[src/rtl/tile_engine.sv]
`default_nettype none
// ============================================================================
//  Module   : tile_engine
//  Function : Piano Tiles game core: falling tile column, key judging, score
//             and a registered per-pixel tile_on flag for the VGA path.
//  Revision : 1.0 - initial release
// ============================================================================
module tile_engine #(
    parameter int          TILE_W     = 160,
    parameter int          TILE_H     = 120,
    parameter int          ROWS       = 5,
    parameter int          SPEED_INIT = 2,
    parameter int          SPEED_MAX  = 8,
    parameter int          SPEED_STEP = 10,
    parameter logic [15:0] LFSR_SEED  = 16'hACE1
) (
    input  logic       clk_100MHz,
    input  logic       reset_n,
    input  logic       frame_tick,
    input  logic       start,
    input  logic [3:0] key,
    input  logic [9:0] x_loc,
    input  logic [9:0] y_loc,
    input  logic       video_on,
    output logic [9:0] score,
    output logic       tile_on,
    output logic       game_over,
    output logic [1:0] state
);

    localparam logic [1:0]  c_st_idle    = 2'b00;
    localparam logic [1:0]  c_st_play    = 2'b01;
    localparam logic [1:0]  c_st_over    = 2'b10;
    localparam int          c_idx_w      = $clog2(ROWS);
    localparam int          c_screen_h   = 480;
    localparam logic [15:0] c_lfsr_taps  = 16'hB400;
    localparam logic [7:0]  c_tile_h     = 8'(TILE_H);
    localparam logic [7:0]  c_speed_init = 8'(SPEED_INIT);
    localparam logic [7:0]  c_speed_max  = 8'(SPEED_MAX);
    localparam logic [7:0]  c_speed_step = 8'(SPEED_STEP);
    localparam logic [9:0]  c_score_max  = 10'd999;
    localparam logic [10:0] c_tile_w     = 11'(TILE_W);

    logic [1:0]          r_state, w_state_nx;
    logic [9:0]          r_score, w_score_nx;
    logic [7:0]          r_off, w_off_nx, r_speed, w_speed_nx, r_step, w_step_nx, w_sum;
    logic [2*ROWS-1:0]   r_lanes, w_lanes_nx;
    logic [ROWS-1:0]     r_hit, w_hit_nx;
    logic [15:0]         r_lfsr, w_lfsr_nx;
    logic                r_tile_on, r_game_over;
    logic [1:0]          w_lane [ROWS];
    logic [ROWS-1:0]     w_in_row;
    logic                w_tile_nx, w_found, w_fail;
    logic [c_idx_w-1:0]  w_target;
    logic [1:0]          w_target_lane;
    logic signed [10:0]  w_y_s, w_off_s;
    logic [10:0]         w_x_u;

    assign w_y_s = $signed({1'b0, y_loc});
    assign w_off_s = $signed({3'b000, r_off});
    assign w_x_u = {1'b0, x_loc};

    // Per-row pixel hit test; row bounds are signed so the entering row may start above the screen
    for (genvar gi = 0; gi < ROWS; gi++) begin : g_row
        logic signed [10:0] w_top, w_bot;
        logic [10:0]        w_left;
        assign w_lane[gi]   = r_lanes[2*gi +: 2];
        assign w_top        = $signed(11'(c_screen_h - (gi + 1) * TILE_H)) + w_off_s;
        assign w_bot        = w_top + $signed(11'(TILE_H));
        assign w_left       = 11'(w_lane[gi]) * c_tile_w;
        assign w_in_row[gi] = !r_hit[gi] && (w_y_s >= w_top) && (w_y_s < w_bot)
                              && (w_x_u >= w_left) && (w_x_u < w_left + c_tile_w);
    end

    assign w_tile_nx = (r_state != c_st_idle) && video_on && (y_loc < 10'(c_screen_h)) && (|w_in_row);

    always_comb begin
        w_found       = 1'b0;
        w_target      = '0;
        w_target_lane = 2'b00;
        for (int i = ROWS - 1; i >= 0; i--) begin
            if (!r_hit[i]) begin
                w_found       = 1'b1;
                w_target      = c_idx_w'(i);
                w_target_lane = w_lane[i];
            end
        end
    end

    always_comb begin
        w_state_nx = r_state;
        w_score_nx = r_score;
        w_off_nx   = r_off;
        w_speed_nx = r_speed;
        w_step_nx  = r_step;
        w_lanes_nx = r_lanes;
        w_hit_nx   = r_hit;
        w_lfsr_nx  = {1'b0, r_lfsr[15:1]} ^ (r_lfsr[0] ? c_lfsr_taps : 16'h0000);
        w_sum      = r_off + r_speed;
        w_fail     = 1'b0;
        case (r_state)
            c_st_idle, c_st_over: begin
                if (start) begin
                    w_state_nx = c_st_play;
                    w_score_nx = '0;
                    w_off_nx   = '0;
                    w_speed_nx = c_speed_init;
                    w_step_nx  = '0;
                    w_lanes_nx = r_lfsr[2*ROWS-1:0];
                    w_hit_nx   = '0;
                end
            end
            c_st_play: begin
                if (key != 4'b0000) begin
                    if (w_found && (key == (4'b0001 << w_target_lane))) begin
                        w_hit_nx[w_target] = 1'b1;
                        if (r_score != c_score_max) w_score_nx = r_score + 10'd1;
                        if (r_step + 8'd1 >= c_speed_step) begin
                            w_step_nx = '0;
                            if (r_speed < c_speed_max) w_speed_nx = r_speed + 8'd1;
                        end else begin
                            w_step_nx = r_step + 8'd1;
                        end
                    end else begin
                        w_fail = 1'b1;
                    end
                end
                // Scroll sees this cycle's hit flags, so a hit on the bottom row saves it
                if (frame_tick && !w_fail) begin
                    if (w_sum < c_tile_h) begin
                        w_off_nx = w_sum;
                    end else if (!w_hit_nx[0]) begin
                        w_fail = 1'b1;
                    end else begin
                        w_off_nx   = w_sum - c_tile_h;
                        w_lanes_nx = {r_lfsr[1:0], r_lanes[2*ROWS-1:2]};
                        w_hit_nx   = {1'b0, w_hit_nx[ROWS-1:1]};
                    end
                end
                if (w_fail) w_state_nx = c_st_over;
            end
            default: w_state_nx = c_st_idle;
        endcase
    end

    always_ff @(posedge clk_100MHz or negedge reset_n) begin
        if (!reset_n) begin
            r_state     <= c_st_idle;
            r_score     <= '0;
            r_off       <= '0;
            r_speed     <= c_speed_init;
            r_step      <= '0;
            r_lanes     <= '0;
            r_hit       <= '0;
            r_lfsr      <= LFSR_SEED;
            r_tile_on   <= 1'b0;
            r_game_over <= 1'b0;
        end else begin
            r_state     <= w_state_nx;
            r_score     <= w_score_nx;
            r_off       <= w_off_nx;
            r_speed     <= w_speed_nx;
            r_step      <= w_step_nx;
            r_lanes     <= w_lanes_nx;
            r_hit       <= w_hit_nx;
            r_lfsr      <= w_lfsr_nx;
            r_tile_on   <= w_tile_nx;
            r_game_over <= (w_state_nx == c_st_over);
        end
    end

    assign score     = r_score;
    assign tile_on   = r_tile_on;
    assign game_over = r_game_over;
    assign state     = r_state;

endmodule
`default_nettype wire
[config.mk]
export PLATFORM = sky130hd
export DESIGN_NAME = tile_engine
export DESIGN_NICKNAME = d
export VERILOG_FILES = /design/src/rtl/tile_engine.sv
export SDC_FILE = /design/constraint.sdc
export NUM_CORES = 1
export LEC_CHECK = 0
export BUFFER_PORTS_ARGS = -buffer_cell sky130_fd_sc_hd__buf_4
export CAP_MARGIN = 25
export CORE_ASPECT_RATIO = 1.4
export CORE_MARGIN = 1.5
export CORE_UTILIZATION = 30
export CTS_BUF_LIST = sky130_fd_sc_hd__clkbuf_4
export DETAILED_ROUTE_END_ITERATION = 7
export PLACE_DENSITY = 0.5
export SYNTH_ARGS = -nofsm -noshare
export SYNTH_HDL_FRONTEND = slang
export SYNTH_SLANG_ARGS = --single-unit
[constraint.sdc]
create_clock -name clk_100MHz -period 3.1 [get_ports clk_100MHz]
set_input_delay 0 -clock clk_100MHz [delete_from_list [all_inputs] [get_ports clk_100MHz]]
set_output_delay 0 -clock clk_100MHz [all_outputs]
set_load 0.01 [all_outputs]
=== Word-level counts from Yosys, hierarchy flattened ===
Index checks and enable logic that the tools add are counted.
W data, S select, Z words.

* Bits in registers: 69
* Bits in latches: 0
* Memory bits (writable): 0
* ROM bits: 0
* Input port bits: 29
* Output and inout port bits: 14
* Logic and storage cells: 182
* Memories: 0

* Add/subtract/negate cells: 18
* $mul: 5
* Divide/modulo/power cells: 0
* $lt $le $gt $ge: 26
* Equality and inequality tests: 15
* Shifts and indexed selects: 1
* Mux-type cells: 61
* Bitwise logic cells: 2
* Reduce and logical (&&, ||, !) cells: 44

{| class="wikitable"
|+ Operator list
! cell !! count
|-
| $mux W8 || 12
|-
| $mux W10 || 8
|-
| $add A10 B8 Y11 const B || 6
|-
| $ge A10 B10 Y1 || 6
|-
| $lt A10 B11 Y1 || 5
|-
| $pmux W8 S2 || 3
|-
| $pmux W10 S2 || 2
|-
| $mux W5 || 7
|-
| $lt A11 B11 Y1 || 3
|-
| $logic_and A1 B1 Y1 || 26
|-
| $mul A2 B3 Y5 const B || 5
|-
| $add A8 B1 Y8 const B || 2
|-
| $mux W16 || 1
|-
| $ne A2 B2 Y1 const B || 8
|-
| $xor A15 B16 Y16 || 1
|-
| $mux W3 || 5
|-
| $mux W2 || 7
|-
| $mux W1 || 13
|-
| $add A10 B7 Y11 const B || 1
|-
| $add A11 B8 Y11 const B || 1
|-
| $ge A11 B10 Y1 || 1
|-
| $ge A11 B11 Y1 || 1
|-
| $add A10 B1 Y10 const B || 1
|-
| $add A8 B9 Y10 const A || 1
|-
| other kinds (37) || 46
|}

=== Depth between registers and ports, before layout ===
Gate-level depths: netlist of the first run.

* Depth in word-level cells: 20
* Gate-level depth with buffers: 16
* Mapped depth without buffers: 15

=== Worst setup path before layout of the first run ===
No wires, ideal clock.

* Kind: register to register
* Start point: register r_off[6]
* End point: register r_tile_on (netlist: tile_on)
* Library setup time: 0.077 ns
* Arrival: 3.375 ns
* Required time: 3.023 ns
* Path slack: -0.353 ns
* Cell stages (with the launch flop): 16
* Path buffers: 1
* Period minus slack after synthesis: 3.453 ns
* Cells stage by stage: dfrtp_1 -> clkbuf_1 -> clkinv_1 -> ha_1 -> nand2_1 -> xnor2_1 -> or3_1 -> ha_1 -> a22o_1 -> nor4_1 -> o41ai_1 -> a2111oi_0 -> o21ai_0 -> a2111oi_0 -> a311oi_1 -> a21oi_1

* Cells in the longest elaborated chain, start to end: 8
* Elaborated cells between the ends (all ways): 40
* Classes of those cells: 8 x add/sub; 10 x order compare; 22 x reduce/logical

{| class="wikitable"
|+ RTL lines
! what !! line !! RTL
|-
| start: declaration || 46 || <nowiki>logic [7:0] r_off, w_off_nx, r_speed, w_speed_nx, r_step, w_step_nx, w_sum;</nowiki>
|-
| start signal: assignment || 161 || <nowiki>r_off <= w_off_nx;</nowiki>
|-
| $add A9 B8 Y10, or another cell as far along || 68 || <nowiki>assign w_top = $signed(11'(c_screen_h - (gi + 1) * TILE_H)) + w_off_s;</nowiki>
|-
| $add A10 B7 Y11, or another cell as far along || 69 || <nowiki>assign w_bot = w_top + $signed(11'(TILE_H));</nowiki>
|-
| $lt A11 B11 Y1, or another cell as far along || 71 || <nowiki>assign w_in_row[gi] = !r_hit[gi] && (w_y_s >= w_top) && (w_y_s < w_bot)</nowiki>
|-
| $logic_and A1 B1 Y1 || 71 ||
|-
| $logic_and A1 B1 Y1 (2 in series) || 72 || <nowiki>&& (w_x_u >= w_left) && (w_x_u < w_left + c_tile_w);</nowiki>
|-
| $reduce_or A5 Y1 (*) || 75 || <nowiki>assign w_tile_nx = (r_state != c_st_idle) && video_on && (y_loc < 10'(c_screen_h)) && (|w_in_row);</nowiki>
|-
| $logic_and A1 B1 Y1 (*) || 75 ||
|-
| via w_tile_nx || 53 || <nowiki>logic w_tile_nx, w_found, w_fail;</nowiki>
|-
| end signal: assignment || 167 || <nowiki>r_tile_on <= w_tile_nx;</nowiki>
|-
| end: declaration || 50 || <nowiki>logic r_tile_on, r_game_over;</nowiki>
|}

Mark *: on every way through the listed nets, which the timed path passes. The rest lies on a longest branch.
A chain may end at the register's enable or synchronous reset.

=== Worst setup path in the final report of the first run ===
* Start point: register r_off[5]
* End point: register r_tile_on (netlist: tile_on)

Same word-level chain as after synthesis.

==> results.md, run 1 <==
* Hold Path Sink: r_hit[0]$_DFFE_PN0P_
* CP max stage cell: dfrtp_2
* Port Buf Inserts at 42
* Mean area per synthesized cell at 9.19 um^2
* Critical path class: reg -> reg
* Min Tclk post-route at approximately 3000 ps
* DR DRC count at 0
* Clock Pin Slew Worst Setup and Hold Paths at 140 ps
* Largest net degree at the start of global routing at 70
* Post-Syn Instances at roughly 720
* Post-synthesis sequential area ratio at 26.3%
* Top Ports at 43
* Req. time, crit path at between 3000 and 4000 ps
* CP most frequent cell: ha_4
* Worst path cell trace: inv_4 -> ha_4 -> nand2_2 -> xnor2_2 -> or3_4 -> ha_4 -> a22o_1 -> nor4_2 -> o41ai_1 -> a2111oi_0 -> o21ai_1 -> a2111oi_2 -> a311oi_1 -> a21oi_1
* Via density at between 5 and 6
* Most frequent cells in the layout: 126 x ha_1, 104 x buf_4, 58 x dfrtp_1, 50 x nand2_1, 42 x inv_1
* CTS tree: yes
* Final count of hold timing violations at 0
* Achievable Freq at between 0.3 and 0.4 GHz
* Hold WS at just over 80 ps
* Final Net Count at just under 1000
* MaxCap Viol Count at 0
* Drt first-iter violations at approximately 320
* RSZ-0062 raised after global routing: true
* Layout area overhead at 21.8%
* Number of global-route vias before repair at 5782
* Clock latency on the worst-skew pair at roughly 430 ps
* Total CTS buffers at 9
* Layout cell share with drive strength beyond 1 at 21.8%
* Relative slew slack at a little over a third
* Number of distinct library cells after synthesis at 76
* Leak at roughly 3.8 nW
* Post-DP HPWL at about 15000 um
* Core Util, Final at around 37%
* Worst slew pin tran at 930 ps
* Starting Density at 30.4%
* Pwr per Cell Area at 311 mW/mm^2
* Commonest non-fill, non-tap cell in the layout: ha_1
* Row count at between 60 and 70
* First-pass GRT wire length at 29900 um
* Flops & latches, synth at approximately 70
* Hold depth at 5
* Setup Viol. Count Final at 0
* Final Wtd Congestion at 0.924
* CP Capture Type: register
* Core ar. at around 0.022 mm^2
* Crit path DAT at around 3400 ps
* DR pass1 iterations at 4
* Reg2reg path depth at 14
* WL/cell at 16.5 um
* Vert. Die Dim at 178 um
* Slew Viols, Final at 0
* Prevailing post-synth register cell: dfrtp_1
* Grt ovf at 0
* Worst IR Drop VDD at 246 uV
* Critical Path Source Type: register
* Sink Count at 69
* Total GRT Usage at between 15 and 20%
* H-tree depth at 3
* Setup slack, reg-to-reg at between 90 and 100 ps
* DRT Wirelength at around 18000 um
* Via count at between 5000 and 6000
* Initial antenna violation count at 1
* Die X at between 100 and 150 um
* Asr flop ratio synth at 100%
* YS warnings at 0
* Syn nets at 879
* Critical R2R Capture: tile_on$_DFF_PN0_
* Final ANT Viol Nets at 0
* Final period util at between 90% and 100%
* Clock buffer depth at 2
* CTS Root Cell: clkbuf_4
* Maximum fanout along the worst path at 4
* HP Start: key[1]
* Outcome: complete, no violations
* Clock Skew at between 20 and 30 ps
* Die ar. at roughly 0.023 mm^2
* Min-Delay Path Class: in -> reg
* Delay of the slowest critical-path stage at 440 ps
* Cell Area, Synth at around 0.0066 mm^2
* R2r startpoint: r_off[5]$_DFFE_PN0P_
* Post-synth EDFFs at 0
-- kinds of logic (layout without fill, tap and decap cells) --
kind of cell	after synthesis	count (layout)	synth area share [%]
buf+inv	67	175	4.06
simple gates	198	198	16.3
flops	69	69	26.3
compound gates	199	199	20.6
xor+xnor	40	40	5.31
mux	13	13	2.24
other cells	0	1	0
fa+ha+maj	132	132	25.1
-- how the worst max path moves through the flow --
stage / start / to / slack [ps] / cells after the start
2_1_floorplan: r_off[4]$_DFFE_PN0P_ / tile_on$_DFF_PN0_ / 30 / 14
3_3_place_gp: r_off[4]$_DFFE_PN0P_ / tile_on$_DFF_PN0_ / -20 / 14
3_5_place_dp: r_off[4]$_DFFE_PN0P_ / tile_on$_DFF_PN0_ / -50 / 14
4_1_cts: r_off[4]$_DFFE_PN0P_ / tile_on$_DFF_PN0_ / 2 / 14
5_1_grt: r_off[5]$_DFFE_PN0P_ / tile_on$_DFF_PN0_ / -70 / 14
6_report: r_off[5]$_DFFE_PN0P_ / tile_on$_DFF_PN0_ / 100 / 14
-- stage by stage --
step | instance area [um^2] | TNS (ps) | power, mW | setup WS [ps] | std cells
floorplan | 6610 | 0 | 1.60 | 28.2 | 718
global placement | 7610 | -16.3 | 1.93 | -16.3 | 1091
detailed placement | 7610 | -45.4 | 1.94 | -45.4 | 1091
CTS | 7900 | 0 | 2.51 | 2.00 | 1116
global route | 8040 | -65.5 | 2.71 | -65.5 | 1124
finish | 8040 | 0 | 2.50 | 99.1 | 1124
-- final cells by class --
cell class | instances | area (um^2)
timing repair buffer | 114 | 896
sequential | 69 | 1740
clock inverter | 6 | 48.8
antenna | 1 | 2.50
tap | 297 | 372
clock buffer | 10 | 75.1
fill | 2270 | 13700
multi-input combinational | 582 | 4730
inverter | 45 | 175
-- per-layer routing --
layer | wire (um) | global-route usage (%) | vias up
met5 | 0 | 0 | -
met4 | 274 | 5.62 | 0
met3 | 419 | 1.86 | 20
met2 | 9650 | 30.8 | 77
met1 | 8150 | 19.9 | 2800
li1 | - | - | 2894
-- worst max-delay path: cells and delay by family (launching register included) --
kind	cells	cell delay (ps)
buffers and inverters	1	100
adders and majority gates	2	360
xor gates and xnor gates	1	150
and+or+nand+nor	3	660
DFF	1	440
AOI/OAI and AO/OA	7	1240
-- sequential cells by signal, summed over array words and instances, names as in the netlist --
name and flops:
game_over 1, r_off 8, state 2, tile_on 1
score 10, r_lfsr 16, r_step 8, r_hit 5
r_lanes 10, r_speed 8
-- Yosys cell counts, types with 3 or more instances --
cell type / n / share of area (%)
buf_2: 6 / 0.46
and2_1: 9 / 0.85
a21o_1: 11 / 1.3
a2111oi_0: 8 / 1.1
o22ai_1: 11 / 1.0
xnor2_1: 23 / 3.1
o31ai_1: 6 / 0.68
a41oi_1: 4 / 0.53
o41ai_1: 3 / 0.40
nor3_1: 13 / 0.99
nand2_1: 51 / 2.9
a211oi_1: 4 / 0.46
or4_1: 5 / 0.57
inv_1: 44 / 2.5
nor4_1: 9 / 0.85
nor2_1: 23 / 1.3
nand3_1: 17 / 1.3
nand4b_1: 4 / 0.53
or2_2: 3 / 0.28
a31oi_1: 19 / 1.8
nand2b_1: 13 / 1.2
nor2b_1: 10 / 0.95
clkbuf_1: 14 / 0.80
mux2_4: 3 / 0.68
o31a_1: 4 / 0.53
or3_1: 12 / 1.1
nand4_1: 7 / 0.66
o21a_1: 13 / 1.5
ha_1: 131 / 25
a21oi_1: 37 / 2.8
o21ai_0: 39 / 3.0
xor2_1: 17 / 2.3
mux2i_1: 8 / 1.2
dfrtp_1: 60 / 23
and3_1: 7 / 0.66
o2111ai_1: 6 / 0.80
o211ai_1: 4 / 0.46
o311ai_0: 4 / 0.53
dfstp_2: 9 / 3.6
-- power by group --
part           internal, mW  switching (mW)  total, mW
clock                 0.179           0.362      0.541
sequential            0.961          0.0707       1.03
combinational         0.406           0.518      0.924
-- timing repair --
| action | CTS | global route |
|---|---|---|
| cloned | 0 | 1 |
| resized for setup | 17 | 16 |
| buffers inserted | 4 | 3 |
| pin swaps | 5 | 5 |
| hold buffers | 5 | 1 |
| setup endpoints to repair | 1 | 12 |
| hold endpoints to repair | 64 | 1 |
Power figures use the tool's default switching activity.
==> inputs of run 2 (changes only) <==
--- a/config.mk
+++ b/config.mk
@@ -5,6 +5,7 @@
 export SDC_FILE = /design/constraint.sdc
 export NUM_CORES = 1
 export LEC_CHECK = 0
+export ABC_AREA = 1
 export BUFFER_PORTS_ARGS = -buffer_cell sky130_fd_sc_hd__buf_4
 export CAP_MARGIN = 25
 export CORE_ASPECT_RATIO = 1.4
@@ -13,6 +14,7 @@
 export CTS_BUF_LIST = sky130_fd_sc_hd__clkbuf_4
 export DETAILED_ROUTE_END_ITERATION = 7
 export PLACE_DENSITY = 0.5
+export SLEW_MARGIN = 20
 export SYNTH_ARGS = -nofsm -noshare
 export SYNTH_HDL_FRONTEND = slang
 export SYNTH_SLANG_ARGS = --single-unit
==> results.md, run 2 <==
* Post-Syn Instances at 934 (+30%)
* H-tree depth at 3 (unchanged)
* Flops & latches, synth at 69 (unchanged)
* Prevailing post-synth register cell: dfrtp_1
* Relative slew slack at 39.6% (+3.2 points)
* Top post-synthesis cells by area: ha_1 23%, dfrtp_1 21%, nand2_1 11%
* Sequential cell area at 0.00174 mm^2 (-0.14%)
* Die X at 133 um (+3.7%)
* Syn nets at 1095 (+25%)
* Starting Density at 30.5% (+0.14 points)
* Via density at 4.83 (-6.3%)
* R2r startpoint: r_off[4]$_DFFE_PN0P_
* Placed cell area at 0.00786 mm^2 (+3.3%)
* Hold WS at 10.8 ps (-72.0 ps)
* Largest family of logic cells by synthesized area: simple AND/OR/NAND/NOR gates
* Post-synthesis sequential area ratio at 24.4% (-1.9 points)
* MaxCap Viol Count at 0 (unchanged)
* Achievable Freq at 0.350 GHz (+5.0%)
* Most frequent cells in the layout: 200 x nand2_1, 131 x ha_1, 101 x inv_1, 75 x nor2_1, 64 x nand3_1
* DR pass1 iterations at 5 (+1)
* Vert. Die Dim at 185 um (+3.8%)
* Setup Viol. Count Final at 0 (unchanged)
* Total CTS buffers at 9 (unchanged)
* Final ANT Viol Nets at 0 (unchanged)
* Asr flop ratio synth at 100% (unchanged)
* Clock buffer depth at 2 (unchanged)
* Top Ports at 43 (unchanged)
* Layout cell share with drive strength beyond 1 at 15.7% (-6.1 points)
* Yosys top cell by area: ha_1
* Outcome: complete, no violations
* Port Buf Inserts at 42 (unchanged)
* Req. time, crit path at 3500 ps (+40 ps)
* Count leader, synth: nand2_1
* Reg2reg path depth at 19 (+5)
* Final count of hold timing violations at 0 (unchanged)
* Mean area per synthesized cell at 7.62 um^2 (-17%)
* TNS Setup at 0 ps (unchanged)
* Maximum fanout along the worst path at 6 (+2)
* First-pass GRT wire length at 31700 um (+6.0%)
* Post-DP HPWL at 15200 um (+4.4%)
* Slew Viols, Final at 0 (unchanged)
* Cell Area, Synth at 0.00711 mm^2 (+7.8%)
* Post-route cell area at 0.00807 mm^2 (+0.44%)
* Largest net degree at the start of global routing at 70 (unchanged)
* Commonest non-fill, non-tap cell in the layout: nand2_1
* Adder-cell share of the synthesized area at 23.3% (-1.8 points)
* Crit path DAT at 3260 ps (-110 ps)
* Fill cell count at 2506 (+10%)
* Clock latency on the worst-skew pair at 440 ps (about the same)
* Min-Delay Path Class: in -> reg
* Number of global-route vias before repair at 6272 (+8.5%)
* Hold Path Sink: tile_on$_DFF_PN0_
* Row count at 66 (+3.1%)
* Max reg flops at 16 (unchanged)
* Min Tclk post-route at 2860 ps (-142 ps)
* Critical path class: reg -> reg
* Placed insts at 1286 (+18%)
* Die ar. at 0.0247 mm^2 (+7.6%)
* Biggest register: r_lfsr
* DRT Wirelength at 19100 um (+3.1%)
* Final period util at 92.2% (-4.6 points)
* Mux contribution to synthesized area at 0% (-2.2 points)
* RSZ-0062 raised after global routing: false
* Leak at 4.05 nW (+7.2%)
* Setup slack, reg-to-reg at 240 ps (+140 ps)
* Clock Skew at 31.3 ps (+6.24 ps)
* Critical Path Source Type: register
* Sink Count at 69 (unchanged)
* Initial antenna violation count at 1 (unchanged)
* Core ar. at 0.0233 mm^2 (+7.3%)
* Synth Area in Compound Gates at 12.9% (-7.7 points)
* CTS Root Cell: clkbuf_4
* Multi-input gate area at 0.00488 mm^2 (+3.2%)
* Drt first-iter violations at 308 (-4.0%)
* Number of distinct library cells after synthesis at 51 (-33%)
* WL/cell at 14.6 um (-11%)
* Via count at 6311 (+9.0%)
* Worst IR Drop VDD at 183 uV (-25%)
* HP Start: y_loc[5]
* Grt ovf at 0 (unchanged)
* Final Wtd Congestion at 0.860 (-6.9%)
* Hold depth at 4 (-1)
* CTS tree: yes
* Critical R2R Capture: tile_on$_DFF_PN0_
* XOR/XNOR share of the synthesized area at 3.78% (-1.5 points)
* CP Capture Type: register
* Worst slew pin tran at 906 ps (-23.8 ps)
* Clock Pin Slew Worst Setup and Hold Paths at 140 ps (about the same)
* Total GRT Usage at 16.3% (-0.44 points)
* Non-Filler Instances at 1307 (+16%)
* Most instantiated cells after synthesis: 202 x nand2_1, 131 x ha_1, 103 x inv_1, 75 x nor2_1, 64 x nand3_1
* Layout area overhead at 13.5%
* Area share of the leading cell type in the synthesized netlist at 23.0% (-1.8 points)
* Final Net Count at 1156 (+18%)
* Critical Path Start: r_off[4]$_DFFE_PN0P_
* YS warnings at 0 (unchanged)
* DR DRC count at 0 (unchanged)
* Post-synth EDFFs at 0 (unchanged)
* Area share of and/or/nand/nor cells after synthesis at 28.5% (+12 points)
* Core Util, Final at 34.7% (-2.4 points)
* Pwr per Cell Area at 295 mW/mm^2 (-5.1%)
==> run 2: layout make-up <==
class | instances | area share [%]
clock inverter | 4 | 0.915
timing repair buffer | 64 | 6.08
antenna | 1 | 0.0310
inverter | 111 | 5.16
tap | 306 | 4.74
clock buffer | 12 | 1.12
multi-input combinational | 740 | 60.4
sequential | 69 | 21.5
==> run 2: how the worst max path moves through the flow <==
stage | depth (start not counted) | end
finish | 19 | tile_on$_DFF_PN0_
global route | 19 | tile_on$_DFF_PN0_
CTS | 18 | tile_on$_DFF_PN0_
detailed placement | 18 | tile_on$_DFF_PN0_
global placement | 18 | tile_on$_DFF_PN0_
floorplan | 20 | tile_on$_DFF_PN0_
==> run 2: logic make-up (layout without fill, tap and decap cells) <==
group | Yosys count | count (layout)
fa+ha+maj | 132 | 132
flops | 69 | 69
other cells | 0 | 1
compound gates | 145 | 145
xor+xnor | 29 | 29
simple gates | 434 | 434
buf+inv | 125 | 191
==> run 2: through the flow <==
stage | power, mW | worst slack [ps]
6_report | 2.38 | 241
5_1_grt | 2.55 | 9.42
4_1_cts | 2.42 | 143
3_5_place_dp | 1.70 | 169
3_3_place_gp | 1.70 | 229
2_1_floorplan | 1.46 | 489
==> run 2: repair_timing <==
action	4_1_cts	5_1_grt
resized for setup	0	4
endpoints found under the hold margin	71	0
hold buffers	4	0
endpoints found under the setup margin	0	1
buffers inserted	0	0
==> run 2: worst max-delay path, stage by stage (launching register included) <==
cell and delay, ps:
dfrtp_1 420, buf_4 170, ha_1 220, xnor2_1 220, buf_4 170, inv_1 50
nor2_1 150, xor2_1 170, ha_1 260, nand2_1 60, inv_1 50, a221oi_1 310
nand2_1 110, nand3_1 80, nand2_1 50, nand2_1 50, nand3b_1 80, nand4_1 100
nand2_1 50, inv_1 50
==> run 2: power by group <==
group	internal [mW]	switching, mW
Clock	0.355	0.344
Sequential	0.950	0.0588
Combinational	0.245	0.427
Total	1.55	0.829
==> run 2: routing by layer <==
layer | wire length (um) | up-vias | GRT usage (%) | part of all wire [%]
li1 | - | 3267 | - | -
met1 | 8420 | 2928 | 19.2 | 44
met2 | 9630 | 90 | 30.1 | 50
met3 | 495 | 26 | 1.64 | 2.6
met4 | 523 | 0 | 6.35 | 2.7
met5 | 0 | - | 0 | 0
